[src/rtl/multicycle_control_unit.sv]
// Multicycle RISC-V control unit: Moore FSM sequencing fetch, decode,
// memory, ALU and branch steps, plus a retired-instruction counter.
package multicycle_control_unit_pkg;
    typedef logic [6:0] instr_type_t;
    typedef logic [2:0] func_code_t;

    typedef enum logic [3:0] {
        ADD_OP = 4'd0,
        SUB_OP = 4'd1,
        AND_OP = 4'd2,
        OR_OP  = 4'd3,
        XOR_OP = 4'd4,
        SLL_OP = 4'd5,
        SRL_OP = 4'd6,
        SRA_OP = 4'd7,
        BEQ_OP = 4'd8
    } alu_op_t;

    localparam instr_type_t OP_LOAD  = 7'd3;
    localparam instr_type_t OP_ITYPE = 7'd19;
    localparam instr_type_t OP_STORE = 7'd35;
    localparam instr_type_t OP_RTYPE = 7'd51;
    localparam instr_type_t OP_BEQ   = 7'd99;
    localparam instr_type_t OP_JAL   = 7'd111;
endpackage

module multicycle_control_unit
    import multicycle_control_unit_pkg::*;
#(
    parameter int SUPPORT_JAL   = 1,
    parameter int MEM_HANDSHAKE = 1,
    parameter int CNT_W         = 32
) (
    input  logic             clk_i,
    input  logic             arst_ni,
    input  instr_type_t      instr_type,
    input  func_code_t       func_code,
    input  logic             funct7b5,
    input  logic             zero,
    input  logic             mem_ready,
    output logic             mem_req,
    output logic             pcwrite,
    output logic             adrsrc,
    output logic             irwrite,
    output logic             memwrite,
    output logic             regwrite,
    output logic [1:0]       resultsrc,
    output logic [1:0]       alusrc_a,
    output logic [1:0]       alusrc_b,
    output logic [1:0]       immsrc,
    output alu_op_t          alu_ctrl,
    output logic             illegal_o,
    output logic [CNT_W-1:0] instret_o
);

    typedef enum logic [3:0] {
        FETCH, DECODE, MEMADR, MEMREAD, MEMWB, MEMWRITE,
        EXECUTER, EXECUTEI, ALUWB, BEQ, JAL, ILLEGAL
    } state_t;

    state_t  state, next;
    logic    rdy;
    logic    retire;
    alu_op_t alu_dec;

    assign rdy = (MEM_HANDSHAKE != 0) ? mem_ready : 1'b1;

    always_ff @(posedge clk_i or negedge arst_ni) begin
        if (!arst_ni) begin
            state     <= FETCH;
            instret_o <= '0;
        end else begin
            state <= next;
            if (retire)
                instret_o <= instret_o + CNT_W'(1);
        end
    end

    always_comb begin
        unique case (func_code)
            3'd0: alu_dec = (instr_type == OP_RTYPE && funct7b5)
                            ? SUB_OP : ADD_OP;
            3'd1: alu_dec = SLL_OP;
            3'd2: alu_dec = ADD_OP;
            3'd3: alu_dec = ADD_OP;
            3'd4: alu_dec = XOR_OP;
            3'd5: alu_dec = funct7b5 ? SRA_OP : SRL_OP;
            3'd6: alu_dec = OR_OP;
            3'd7: alu_dec = AND_OP;
        endcase
    end

    always_comb begin
        case (instr_type)
            OP_LOAD, OP_ITYPE: immsrc = 2'b00;
            OP_STORE:          immsrc = 2'b01;
            OP_BEQ:            immsrc = 2'b10;
            OP_JAL:            immsrc = 2'b11;
            default:           immsrc = 2'b00;
        endcase
    end

    always_comb begin
        next      = state;
        mem_req   = 1'b0;
        pcwrite   = 1'b0;
        adrsrc    = 1'b0;
        irwrite   = 1'b0;
        memwrite  = 1'b0;
        regwrite  = 1'b0;
        resultsrc = 2'b00;
        alusrc_a  = 2'b00;
        alusrc_b  = 2'b00;
        alu_ctrl  = ADD_OP;
        illegal_o = 1'b0;
        retire    = 1'b0;
        unique case (state)
            FETCH: begin
                mem_req   = 1'b1;
                alusrc_b  = 2'b10;
                resultsrc = 2'b10;
                irwrite   = rdy;
                pcwrite   = rdy;
                if (rdy)
                    next = DECODE;
            end
            DECODE: begin
                alusrc_a = 2'b01;
                alusrc_b = 2'b01;
                case (instr_type)
                    OP_LOAD, OP_STORE: next = MEMADR;
                    OP_RTYPE:          next = EXECUTER;
                    OP_ITYPE:          next = EXECUTEI;
                    OP_BEQ:            next = BEQ;
                    OP_JAL:            next = (SUPPORT_JAL != 0) ? JAL : ILLEGAL;
                    default:           next = ILLEGAL;
                endcase
            end
            MEMADR: begin
                alusrc_a = 2'b10;
                alusrc_b = 2'b01;
                next     = (instr_type == OP_LOAD) ? MEMREAD : MEMWRITE;
            end
            MEMREAD: begin
                mem_req = 1'b1;
                adrsrc  = 1'b1;
                if (rdy)
                    next = MEMWB;
            end
            MEMWB: begin
                resultsrc = 2'b01;
                regwrite  = 1'b1;
                retire    = 1'b1;
                next      = FETCH;
            end
            MEMWRITE: begin
                mem_req  = 1'b1;
                adrsrc   = 1'b1;
                memwrite = 1'b1;
                retire   = rdy;
                if (rdy)
                    next = FETCH;
            end
            EXECUTER: begin
                alusrc_a = 2'b10;
                alu_ctrl = alu_dec;
                next     = ALUWB;
            end
            EXECUTEI: begin
                alusrc_a = 2'b10;
                alusrc_b = 2'b01;
                alu_ctrl = alu_dec;
                next     = ALUWB;
            end
            ALUWB: begin
                regwrite = 1'b1;
                retire   = 1'b1;
                next     = FETCH;
            end
            BEQ: begin
                alusrc_a = 2'b10;
                alu_ctrl = BEQ_OP;
                pcwrite  = zero;
                retire   = 1'b1;
                next     = FETCH;
            end
            JAL: begin
                alusrc_a = 2'b01;
                alusrc_b = 2'b10;
                pcwrite  = 1'b1;
                next     = ALUWB;
            end
            ILLEGAL: begin
                illegal_o = 1'b1;
                next      = FETCH;
            end
            default: next = FETCH;
        endcase
    end

endmodule

[config.mk]
export PLATFORM = sky130hd
export DESIGN_NAME = multicycle_control_unit
export DESIGN_NICKNAME = d
export VERILOG_FILES = /design/src/rtl/multicycle_control_unit.sv
export SDC_FILE = /design/constraint.sdc
export NUM_CORES = 1
export LEC_CHECK = 0
export CAP_MARGIN = 20
export CORE_UTILIZATION = 47
export DETAILED_ROUTE_END_ITERATION = 8
export PLACE_DENSITY = 0.84
export SLEW_MARGIN = 20
export SYNTH_ARGS = -nofsm -noshare
export SYNTH_HDL_FRONTEND = slang
export SYNTH_SLANG_ARGS = --single-unit
export TNS_END_PERCENT = 50
[constraint.sdc]
create_clock -name clk_i -period 2.37 [get_ports clk_i]
set_clock_uncertainty 0.15 [all_clocks]
set_input_delay 0.474 -clock clk_i [delete_from_list [all_inputs] [get_ports clk_i]]
set_output_delay 0.474 -clock clk_i [all_outputs]
set_load 0.03 [all_outputs]
Word level (Yosys, flattened, before mapping)
Cells that the tools add are included.

cells by class
  eq/ne operators = 27
  add/subtract/negate cells = 1
  mux-type cells = 22
  reductions and logical operators = 16

operators by type and width
  operator                                       number
  adder 32 x 1 -> 32 bit, second input constant  1
  one-hot mux 4 bit (7 select lines)             1
  one-hot mux 4 bit (6 select lines)             1
  one-hot mux 4 bit (5 select lines)             1
  == test 4 x 3 -> 1 bit, second input constant  4
  == test 4 bit, second input constant           4
  == test 7 x 6 -> 1 bit, second input constant  2
  == test 7 bit, second input constant           2
  OR reduction 2 bit                             7
  == test 3 bit, second input constant           4
  two-way mux 4 bit                              3
  one-hot mux 2 bit (2 select lines)             3
  OR reduction 3 bit                             4
  == test 4 x 2 -> 1 bit, second input constant  2
  two-way mux 1 bit                              8
  one-hot mux 4 bit (2 select lines)             1
  == test 7 x 2 -> 1 bit, second input constant  1
  == test 7 x 5 -> 1 bit, second input constant  1
  == test 3 x 2 -> 1 bit, second input constant  2
  != test 2 bit, second input constant           3
  one-hot mux 2 bit (3 select lines)             1
  == test 4 x 1 -> 1 bit, second input constant  1
  zero test 4 bit                                1
  OR reduction 4 bit                             1
  7 further kinds                                7

word-level totals
  input bits = 15
  register bits = 36
  output and inout port bits = 51

Longest topological paths before layout
Gate-level depths: netlist of run 1.

  word-level depth = 5
  depth in mapped cells = 7
  gate-level depth less buffers = 6

Worst setup path before layout of run 1
No wires, ideal clock.

  path kind = reg2out
  from = register state[1]
  to = output port irwrite
  stages on the path, launching flop included = 5
  path buffers = 2
  setup slack = -0.463 ns
  arrival time = 2.209 ns
  cells stage by stage = dfrtp_1 -> buf_2 -> buf_2 -> nor4_1 -> and2_1

between the ends
  cells in the longest elaborated chain, start to end = 2

RTL lines
  what                    RTL line  text
  from (decl)             61        state_t state, next;
  from (signal assigned)  73        state <= next;
  zero test 4 bit         117       unique case (state)
  two-way mux 1 bit       117
  to (decl)               44        output logic irwrite,

No other way between the ends.

Final worst setup path of run 1
  from = input port func_code[2]
  to = output port alu_ctrl[0]

between the ends
  cells in the longest elaborated chain, start to end = 4
  elaborated cells on any way between the ends = 11

RTL lines
  what                                    RTL line  text
  from (decl)                             37        input func_code_t func_code,
  == test 3 x 2 -> 1 bit                  80        unique case (func_code)
  OR reduction 2 bit (no line)            n/a
  one-hot mux 4 bit (7 select lines) (*)  80
  one-hot mux 4 bit (2 select lines) (*)  117
  to (decl)                               51        output alu_op_t alu_ctrl,

Mark *: on every way between the ends. The rest lies on a longest branch, timed or not. The select of a mux whose other input is x is not followed.

==> out/results.ini, run 1 <==
[routing]
wl_mm = 5.284
drt-pass1-iter-count = 4
drt_iter0_markers = 133
via_per_inst = 5.486
drc = 0
avgRoutedWirePerCell_um = 14.52
ant_nets = 0
via_count = 1997

[clock_network]
clock_sinks = 36
root_buffer = clkbuf_8
cts.clk_slew.worst_paths_ps = 60
cts_hold_buffers = 0
cts_tree = done
clk_latency_ps = 290
cts_made_buffers = 5
ctsLongestPathBuffers = 2
cts.htree.levels = 2

[grt]
antenna_found_initial = 0
grt_pass1_vias = 1889
track_usage = 0.2341
grt_pass1_wl_mm = 8.983
grt_max_degree = 37
grt-ovfl-total = 0

[setup_path]
critPathCaptureType = primary output
crit_required_ps = 1750
critPathBufInv = 2
path_max_fanout = 5
arrival_ps = 1650
startpoint_type = input pin
reg2reg_setup_slack_ps = 160
worst_path_largest_cell_delay_ps = 550
critPathKind = input pin to primary output
slowest_stage = clkdlybuf4s50_1
cp_cell_sequence = clkdlybuf4s50_1 -> nand2b_1 -> nand3b_1 -> o21ai_0 -> a31oi_1 -> nor2_1 -> buf_4
crit_family = buffers and inverters

[synthesis]
ys_warn_count = 0
synthArstFlopShare = 1.000
ys_types = 44
synth_ff_type = dfrtp_1
synth_edf_count = 0
netlist_instances = 230
synthesis.area_um2 = 2112
avgSynthCellArea_um2 = 9.183
ys_seq_area_frac = 0.4265
synth_nets = 246
synth_seq_cells = 36

[floorplanning]
fp.dieArea_um2 = 4766
die_h_um = 69.04
die_w_um = 69.04
io_pins = 66
core-area_um2 = 4324
rows = 24
start_util = 0.4884

[status]
outcome = completed

[power_and_ir_drop]
peakVddDrop_v = 0.0005481
power.total_mw = 2.670
power.density_nw_per_um2 = 883.5
power.leakage_nw = 1.323

[place]
place_hpwl_mm = 3.909
place.port_buffers = 65
routabilityCongestion = 0.8216

[timing]
period_needed_ps = 2270
drv_slew = 0
whs_ps = 312.5
worst_slew_pin_slew_ps = 448.3
max_freq_mhz = 440.5
rsz0062_at_grt = false
hold_violations = 0
post-route-period-util = 0.9579
slew_headroom = 0.6988
finalSetupViolCount = 0

[job]
max_cap_violations = 0

[layout]
diodes = 0
synthToLayoutAreaGrowth_pct = 43.07
drive_above_1_share = 0.1891
layout.nets = 328
fillers = 348

[hold_path]
hp-class = register to register

==> power breakdown <==
part / total (mW) / switching (mW) / leakage, nW / internal [mW]
Sequential: 0.811 / 0.119 / 0.484 / 0.692
Combinational: 1.46 / 0.852 / 0.798 / 0.608
Clock: 0.398 / 0.199 / 0.0410 / 0.199
==> state kept, by name (all words and copies together) (netlist names) <==
| register | flops |
|---|---|
| instret_o | 32 |
| state | 4 |
==> final timing paths <==
| kind | startpoint | to | cells past startpoint |
|---|---|---|---|
| setup / recovery | func_code[2] | alu_ctrl[0] | 7 |
| hold / removal | instret_o[31]$_DFFE_PN0P_ | instret_o[31]$_DFFE_PN0P_ | 1 |
| setup reg to reg | instret_o[0]$_DFFE_PN0P_ | instret_o[24]$_DFFE_PN0P_ | 6 |
| hold reg to reg | instret_o[31]$_DFFE_PN0P_ | instret_o[31]$_DFFE_PN0P_ | 1 |
| max in group asynchronous | arst_ni | instret_o[8]$_DFFE_PN0P_ | 2 |
| min in group asynchronous | arst_ni | instret_o[29]$_DFFE_PN0P_ | 2 |
==> metal layers <==
layer	wire (um)	GRT usage	share of wire	vias up
met5	0	0	0	-
met4	122	0.09977	0.023	0
met3	288	0.04971	0.055	12
met2	2536	0.3635	0.48	60
met1	2337	0.3173	0.44	955
li1	-	-	-	970
==> cells in the final DEF (no fill, tap or decap), types with 2 or more instances in the layout <==
master | synthesis | final
xor2_1 | 13 | 13
nor3_1 | 13 | 13
nor4_4 | 1 | 2
and3_1 | 3 | 3
and2_1 | 2 | 2
dfrtp_1 | 36 | 36
a21oi_1 | 11 | 11
and4_1 | 5 | 5
clkbuf_8 | 0 | 5
o21ai_0 | 3 | 3
dlymetal6s2s_1 | 0 | 5
nand2b_1 | 5 | 5
xnor2_1 | 23 | 23
nand3_1 | 13 | 13
inv_1 | 2 | 2
dlygate4sd2_1 | 0 | 2
nand2_1 | 26 | 25
buf_4 | 0 | 39
nor2_1 | 18 | 18
nand4_1 | 8 | 8
nor2b_1 | 4 | 3
clkdlybuf4s50_1 | 0 | 41
nor4_1 | 4 | 3
nor3b_1 | 4 | 3
nand3b_1 | 2 | 2
==> Yosys cell counts, types with 2 or more instances <==
library cell  count  area, um2
buf_1             3      11.26
buf_2             5      25.02
nand3_1          13      65.06
and3_1            3      18.77
a21oi_1          11      55.05
and4_1            5      43.79
nand3b_1          2      15.01
nor3_1           13      65.06
nand2_1          26      97.59
o21ai_0           3      15.01
and2_1            2      12.51
a211oi_1          2      15.01
nand2b_1          5      31.28
clkbuf_1          4      15.01
dfrtp_1          36      900.9
nor2_1           18      67.56
xnor2_1          23      201.4
nor2b_1           4      25.02
nor4_1            4      25.02
nand4_1           8      50.05
nor3b_1           4      30.03
xor2_1           13      113.9
inv_1             2      7.510
==> cells by family (layout without fill, tap and decap cells) <==
family          count (synthesis)  in the layout  share of synthesized area
simple gates                  117            117                     0.3092
mux                             1              1                   0.005331
xor+xnor                       36             36                     0.1493
buf+inv                        14             96                    0.02784
compound gates                 25             25                    0.07583
flops                          36             36                     0.4265
fa+ha+maj                       1              1                   0.005923
==> final cells by class <==
type	instances	area (um2)	area share
flip-flops and latches	36	900.9	0.2981
well taps	52	65.06	0.02153
inverters	2	7.507	0.002484
repair buffers	87	783.3	0.2592
clock buffers	6	72.57	0.02402
clock inverters	1	5.005	0.001656
multi-input cells	180	1187	0.3930
==> per-stage QoR <==
| stage | worst slack (ps) | util | cell area, um2 | setup TNS, ps | instances |
|---|---|---|---|---|---|
| CTS | 0.9827 | 0.6892 | 2980 | 0 | 362 |
| global route | 2.099 | 0.6988 | 3022 | 0 | 364 |
| finish | 99.81 | 0.6988 | 3022 | 0 | 364 |
| detailed placement | -81.34 | 0.6696 | 2895 | -115.3 | 355 |
| floorplan | -101.4 | - | 2123 | -167.9 | 230 |
| global placement | 2.058 | 0.6696 | 2895 | 0 | 355 |
==> timing repair <==
item	4_1_cts	5_1_grt
gates resized for setup	4	8
endpoints found under the hold margin	0	0
buffers inserted	0	2
pin swaps	0	5
endpoints found under the setup margin	3	5
Note: power is estimated with default switching activity, not from simulation.
==> run 2, diff against run 1 <==
PLACE_DENSITY = 0.81   (was 0.84)
==> run 2 against run 1 <==
Die area unchanged. Sequential power down 0.7%. Setup slack worse by 17 ps. Global-route usage down 0.54 points. Utilization up 0.17 points. Worst hold slack better by 1.8 ps.
==> out/results.ini, run 2 (same netlist as run 1, synthesis figures left out) <==
[power_and_ir_drop]
swShare = 0.4360
p_int_mw = 1.519
seqPwrFrac = 0.299
power.density_nw_per_um2 = 889.3
p_switching_mw = 1.174
pwr-share-comb = 0.551
power.total_mw = 2.694
power.leakage_nw = 1.326
peakVddDrop_v = 0.0005907
clockPowerShare = 0.150

[setup_path]
arrival_ps = 1660
path_max_fanout = 2
crit_required_ps = 1750
reg2reg_setup_slack_ps = 400
timing.rr.end = instret_o[24]$_DFFE_PN0P_
timing.rr.start = instret_o[0]$_DFFE_PN0P_
slowest_stage = clkdlybuf4s50_1
critPathBufInv = 2
worst_path_largest_cell_delay_ps = 460
startpoint_type = input pin
crit_family = buffers and inverters
critPathCaptureType = primary output
critPathKind = input pin to primary output
cp-startpoint = instr_type[1]
cp_cell_sequence = clkdlybuf4s50_1 -> nand2_1 -> nor4_4 -> a31oi_1 -> nor2_1 -> buf_4
r2r_cells = 7

[hold_path]
worstHoldPathCells = 1
min-delay-start = instret_o[31]$_DFFE_PN0P_
hp-class = register to register
hold_end = instret_o[31]$_DFFE_PN0P_

[clock_network]
ctsLongestPathBuffers = 2
cts.htree.levels = 2
post_cts_resized = 1
cts_hold_buffers = 0
cts_made_buffers = 5
postCtsSetupBuffers = 0
cts.clk_slew.worst_paths_ps = 70
clock_sinks = 36
root_buffer = clkbuf_8
clk_latency_ps = 280
cts_tree = done

[grt]
grt-ovfl-total = 0
grt_max_degree = 37
antenna_found_initial = 0
grt_pass1_vias = 1893
track_usage = 0.2287
grt_pass1_wl_mm = 8.907

[place]
routabilityCongestion = 0.8435
place.port_buffers = 65
placed_area_um2 = 2918
place_hpwl_mm = 3.859

[layout]
drive_above_1_share = 0.1885
final_cell_mix = clkdlybuf4s50_1 (43), buf_4 (39), dfrtp_1 (36)
largest_register_ff_count = 32
top_regs = instret_o (32), state (4)
layout.nets = 329
largest_register = instret_o
fillers = 346
synthToLayoutAreaGrowth_pct = 43.42
diodes = 0
post-route-cell-area_um2 = 3029
layout_commonest_cell = clkdlybuf4s50_1

[job]
max_cap_violations = 0

[timing]
max_freq_mhz = 437.3
finalSetupViolCount = 0
post-route-period-util = 0.9649
hold_violations = 0
worst_slew_pin_slew_ps = 442.5
period_needed_ps = 2287
whs_ps = 314.3
rsz0062_at_grt = false
drv_slew = 0
slew_headroom = 0.7050

[routing]
drc = 0
wl_mm = 5.115
drt-pass1-iter-count = 4
ant_nets = 0
via_count = 1978
drt_iter0_markers = 142
via_per_inst = 5.419
avgRoutedWirePerCell_um = 14.01

[floorplanning]
core-area_um2 = 4324
io_pins = 66
fp.dieArea_um2 = 4766
die_w_um = 69.04
rows = 24
die_h_um = 69.04
start_util = 0.4884

[status]
outcome = completed

run 2: cell count changes in the layout (fill, tap and decap cells not counted), sizes merged:
cell | previous run | this run
buf | 39 | 40
clkdlybuf4s50 | 41 | 43
dlymetal6s2s | 5 | 4
dlygate4sd2 | 2 | 1
run 2: final cells by class:
cell class              count  area (um2)  area share
flip-flops and latches     36       900.9      0.2974
clock buffers               6       72.57     0.02396
inverters                   2       7.507    0.002478
well taps                  52       65.06     0.02148
multi-input cells         180        1185      0.3912
repair buffers             88       793.3      0.2619
clock inverters             1       5.005    0.001652
run 2: power groups by stage:
stage / combinational (mW) / clock (mW) / sequential (mW)
finish: 1.49 / 0.403 / 0.805
CTS: 1.48 / 0.412 / 0.802
global route: 1.60 / 0.440 / 0.820
floorplan: 0.883 / 0 / 0.854
detailed placement: 1.48 / 0 / 0.813
global placement: 1.46 / 0 / 0.809
run 2: how the worst max path moves through the flow:
stage               slack [ps]  cells past startpoint                   end
floorplan                 -100                      5           alu_ctrl[2]
global placement            30                      4             immsrc[0]
detailed placement          10                      6  state[2]$_DFFE_PN0P_
CTS                        0.5                      5           alusrc_a[0]
global route                10                      6           alu_ctrl[0]
finish                      80                      6           alu_ctrl[0]
run 2: per-stage QoR:
step | cells | setup slack [ps] | util | TNS (ps)
finish | 365 | 83.28 | 0.7005 | 0
global route | 365 | 11.04 | 0.7005 | 0
CTS | 365 | 0.4545 | 0.6924 | 0
detailed placement | 358 | 11.46 | 0.6748 | 0
global placement | 358 | 33.06 | 0.6748 | 0
floorplan | 230 | -101.4 | - | -167.9
run 2: layer usage:
layer	wire length, um	track usage
met1	2325	0.3199
met2	2568	0.3711
met3	188	0.03947
met4	32	0.05442
met5	0	0
run 2: worst register-to-register path: cells and delay by family, from the launching register on:
kind / cells / cell delay, ps
xor gates and xnor gates: 1 / 170
and+or+nand+nor: 4 / 790
buffers and inverters: 1 / 150
adders and majority gates: 1 / 210
DFF: 1 / 430
==> run 3, diff against run 2 <==
PLACE_DENSITY = unset   (was 0.81)
PLACE_DENSITY_LB_ADDON = 0.3   (was unset)
SKIP_LAST_GASP = 1   (was unset)
==> run 3 against run 2 <==
The run now ends with setup timing left. Non-clock buffer count did not move. Critical path depth is 2 lower. Sequential cell count is the same. Die area unchanged. Count of clock-buffer cells in the layout shrank 1. Sequential share of layout area down 0.26 points. First-iteration DRC count decreased by 35%. Register-to-register slack got worse by 100 ps. Wire length is 4.4% higher. Utilization rose by 0.61 points. Maximum frequency fell by 4.8%.
==> out/results.ini, run 3 (same netlist as run 1, synthesis figures left out) <==
[grt]
track_usage = 0.2332
grt-ovfl-total = 0
grt_max_degree = 37
grt_pass1_wl_mm = 9.066
grt_pass1_vias = 1950
antenna_found_initial = 0

[floorplanning]
core-area_um2 = 4324
rows = 24
die_w_um = 69.04
die_h_um = 69.04
start_util = 0.4884
fp.dieArea_um2 = 4766
io_pins = 66

[clock_network]
cts.clk_slew.worst_paths_ps = 80
cts.htree.levels = 2
clk_latency_ps = 290
clock_sinks = 36
cts_tree = done
cts_hold_buffers = 0
ctsLongestPathBuffers = 2
cts_made_buffers = 5
root_buffer = clkbuf_8

[routing]
via_per_inst = 5.426
drt_iter0_markers = 92
avgRoutedWirePerCell_um = 14.58
drt-pass1-iter-count = 4
via_count = 1986
ant_nets = 0
wl_mm = 5.338
drc = 0

[power_and_ir_drop]
power.leakage_nw = 1.309
power.density_nw_per_um2 = 912.4
power.total_mw = 2.788
peakVddDrop_v = 0.0006975

[timing]
tns_ps = -31.26
worst_slew_pin_slew_ps = 450.3
rsz0062_at_grt = true
max_freq_mhz = 416.4
period_needed_ps = 2401
finalWorstSetupSlack_ps = -31.26
drv_slew = 0
finalSetupViolCount = 1
slew_headroom = 0.6975
post-route-period-util = 1.013
hold_violations = 0

[place]
placed_area_um2 = 2918
place_hpwl_mm = 3.865
routabilityCongestion = 0.8155
place_inst = 358
place.port_buffers = 65

[layout]
synthToLayoutAreaGrowth_pct = 44.67
ff_latch_area_um2 = 900.9
post-route-cell-area_um2 = 3055
fillers = 361
final_cell_mix = clkdlybuf4s50_1 (46), buf_4 (38), dfrtp_1 (36)
largest_register = instret_o
largest_register_ff_count = 32
layout.nets = 329
drive_above_1_share = 0.1943
stdcell_count = 366
top_regs = instret_o (32), state (4)
diodes = 0
multiInputGateArea_um2 = 1201
layout_commonest_cell = clkdlybuf4s50_1
final_util = 0.7066

[setup_path]
critPathKind = input pin to primary output
crit_required_ps = 1750
arrival_ps = 1780
startpoint_type = input pin
timing.rr.start = instret_o[0]$_DFFE_PN0P_
r2r_cells = 7
critPathCaptureType = primary output
timing.rr.end = instret_o[28]$_DFFE_PN0P_
reg2reg_setup_slack_ps = 300
path_max_fanout = 3

[hold_path]
hold_end = instret_o[31]$_DFFE_PN0P_
min-delay-start = instret_o[31]$_DFFE_PN0P_
worstHoldPathCells = 1
hp-class = register to register

[status]
outcome = complete, but fails checks
violations = setup timing

[job]
max_cap_violations = 0

==> run 3: per-stage QoR <==
stage / hold WS [ps] / worst slack, ps
after floorplan: 28.41 / -101.4
after global placement: 311.3 / 24.38
after detailed placement: 315.4 / -41.08
after CTS: 329.0 / -43.57
after global routing: 352.5 / -41.83
final: 326.1 / -31.26
==> run 3: layout make-up <==
cell class / instances / share of cell area
tap: 52 / 0.02129
timing repair buffer: 88 / 0.2596
sequential: 36 / 0.2948
multi-input combinational: 180 / 0.3931
clock buffer: 5 / 0.02252
clock inverter: 3 / 0.006143
inverter: 2 / 0.002457
==> run 3: worst max-delay path by stage <==
| stage | from | end | slack [ps] |
|---|---|---|---|
| finish | instr_type[3] | immsrc[0] | -30 |
| CTS | state[3]$_DFFE_PN0P_ | resultsrc[0] | -40 |
| global route | instr_type[2] | immsrc[0] | -40 |
| detailed placement | instr_type[2] | immsrc[0] | -40 |
| floorplan | state[1]$_DFFE_PN0P_ | alu_ctrl[2] | -100 |
| global placement | instr_type[3] | immsrc[0] | 20 |
==> run 3: what timing repair did <==
action	CTS	global route
setup buffers	0	0
resized for setup	3	7
endpoints found under the setup margin	4	7
==> run 3: power by group <==
group | internal [mW] | switching (mW) | total, mW
sequential | 0.692 | 0.103 | 0.795
combinational | 0.666 | 0.894 | 1.56
clock | 0.205 | 0.228 | 0.433
==> run 3: critical path, stage by stage <==
cell             delay [ps]
clkdlybuf4s50_1         470
or3_4                   420
a211oi_2                210
buf_4                   200
==> run 3: layer usage <==
metal	global-route usage	routed length (um)	share of wire
met5	0	0	0
met4	0.07937	65	0.012
met3	0.04678	243	0.046
met2	0.3743	2630	0.49
met1	0.3146	2398	0.45
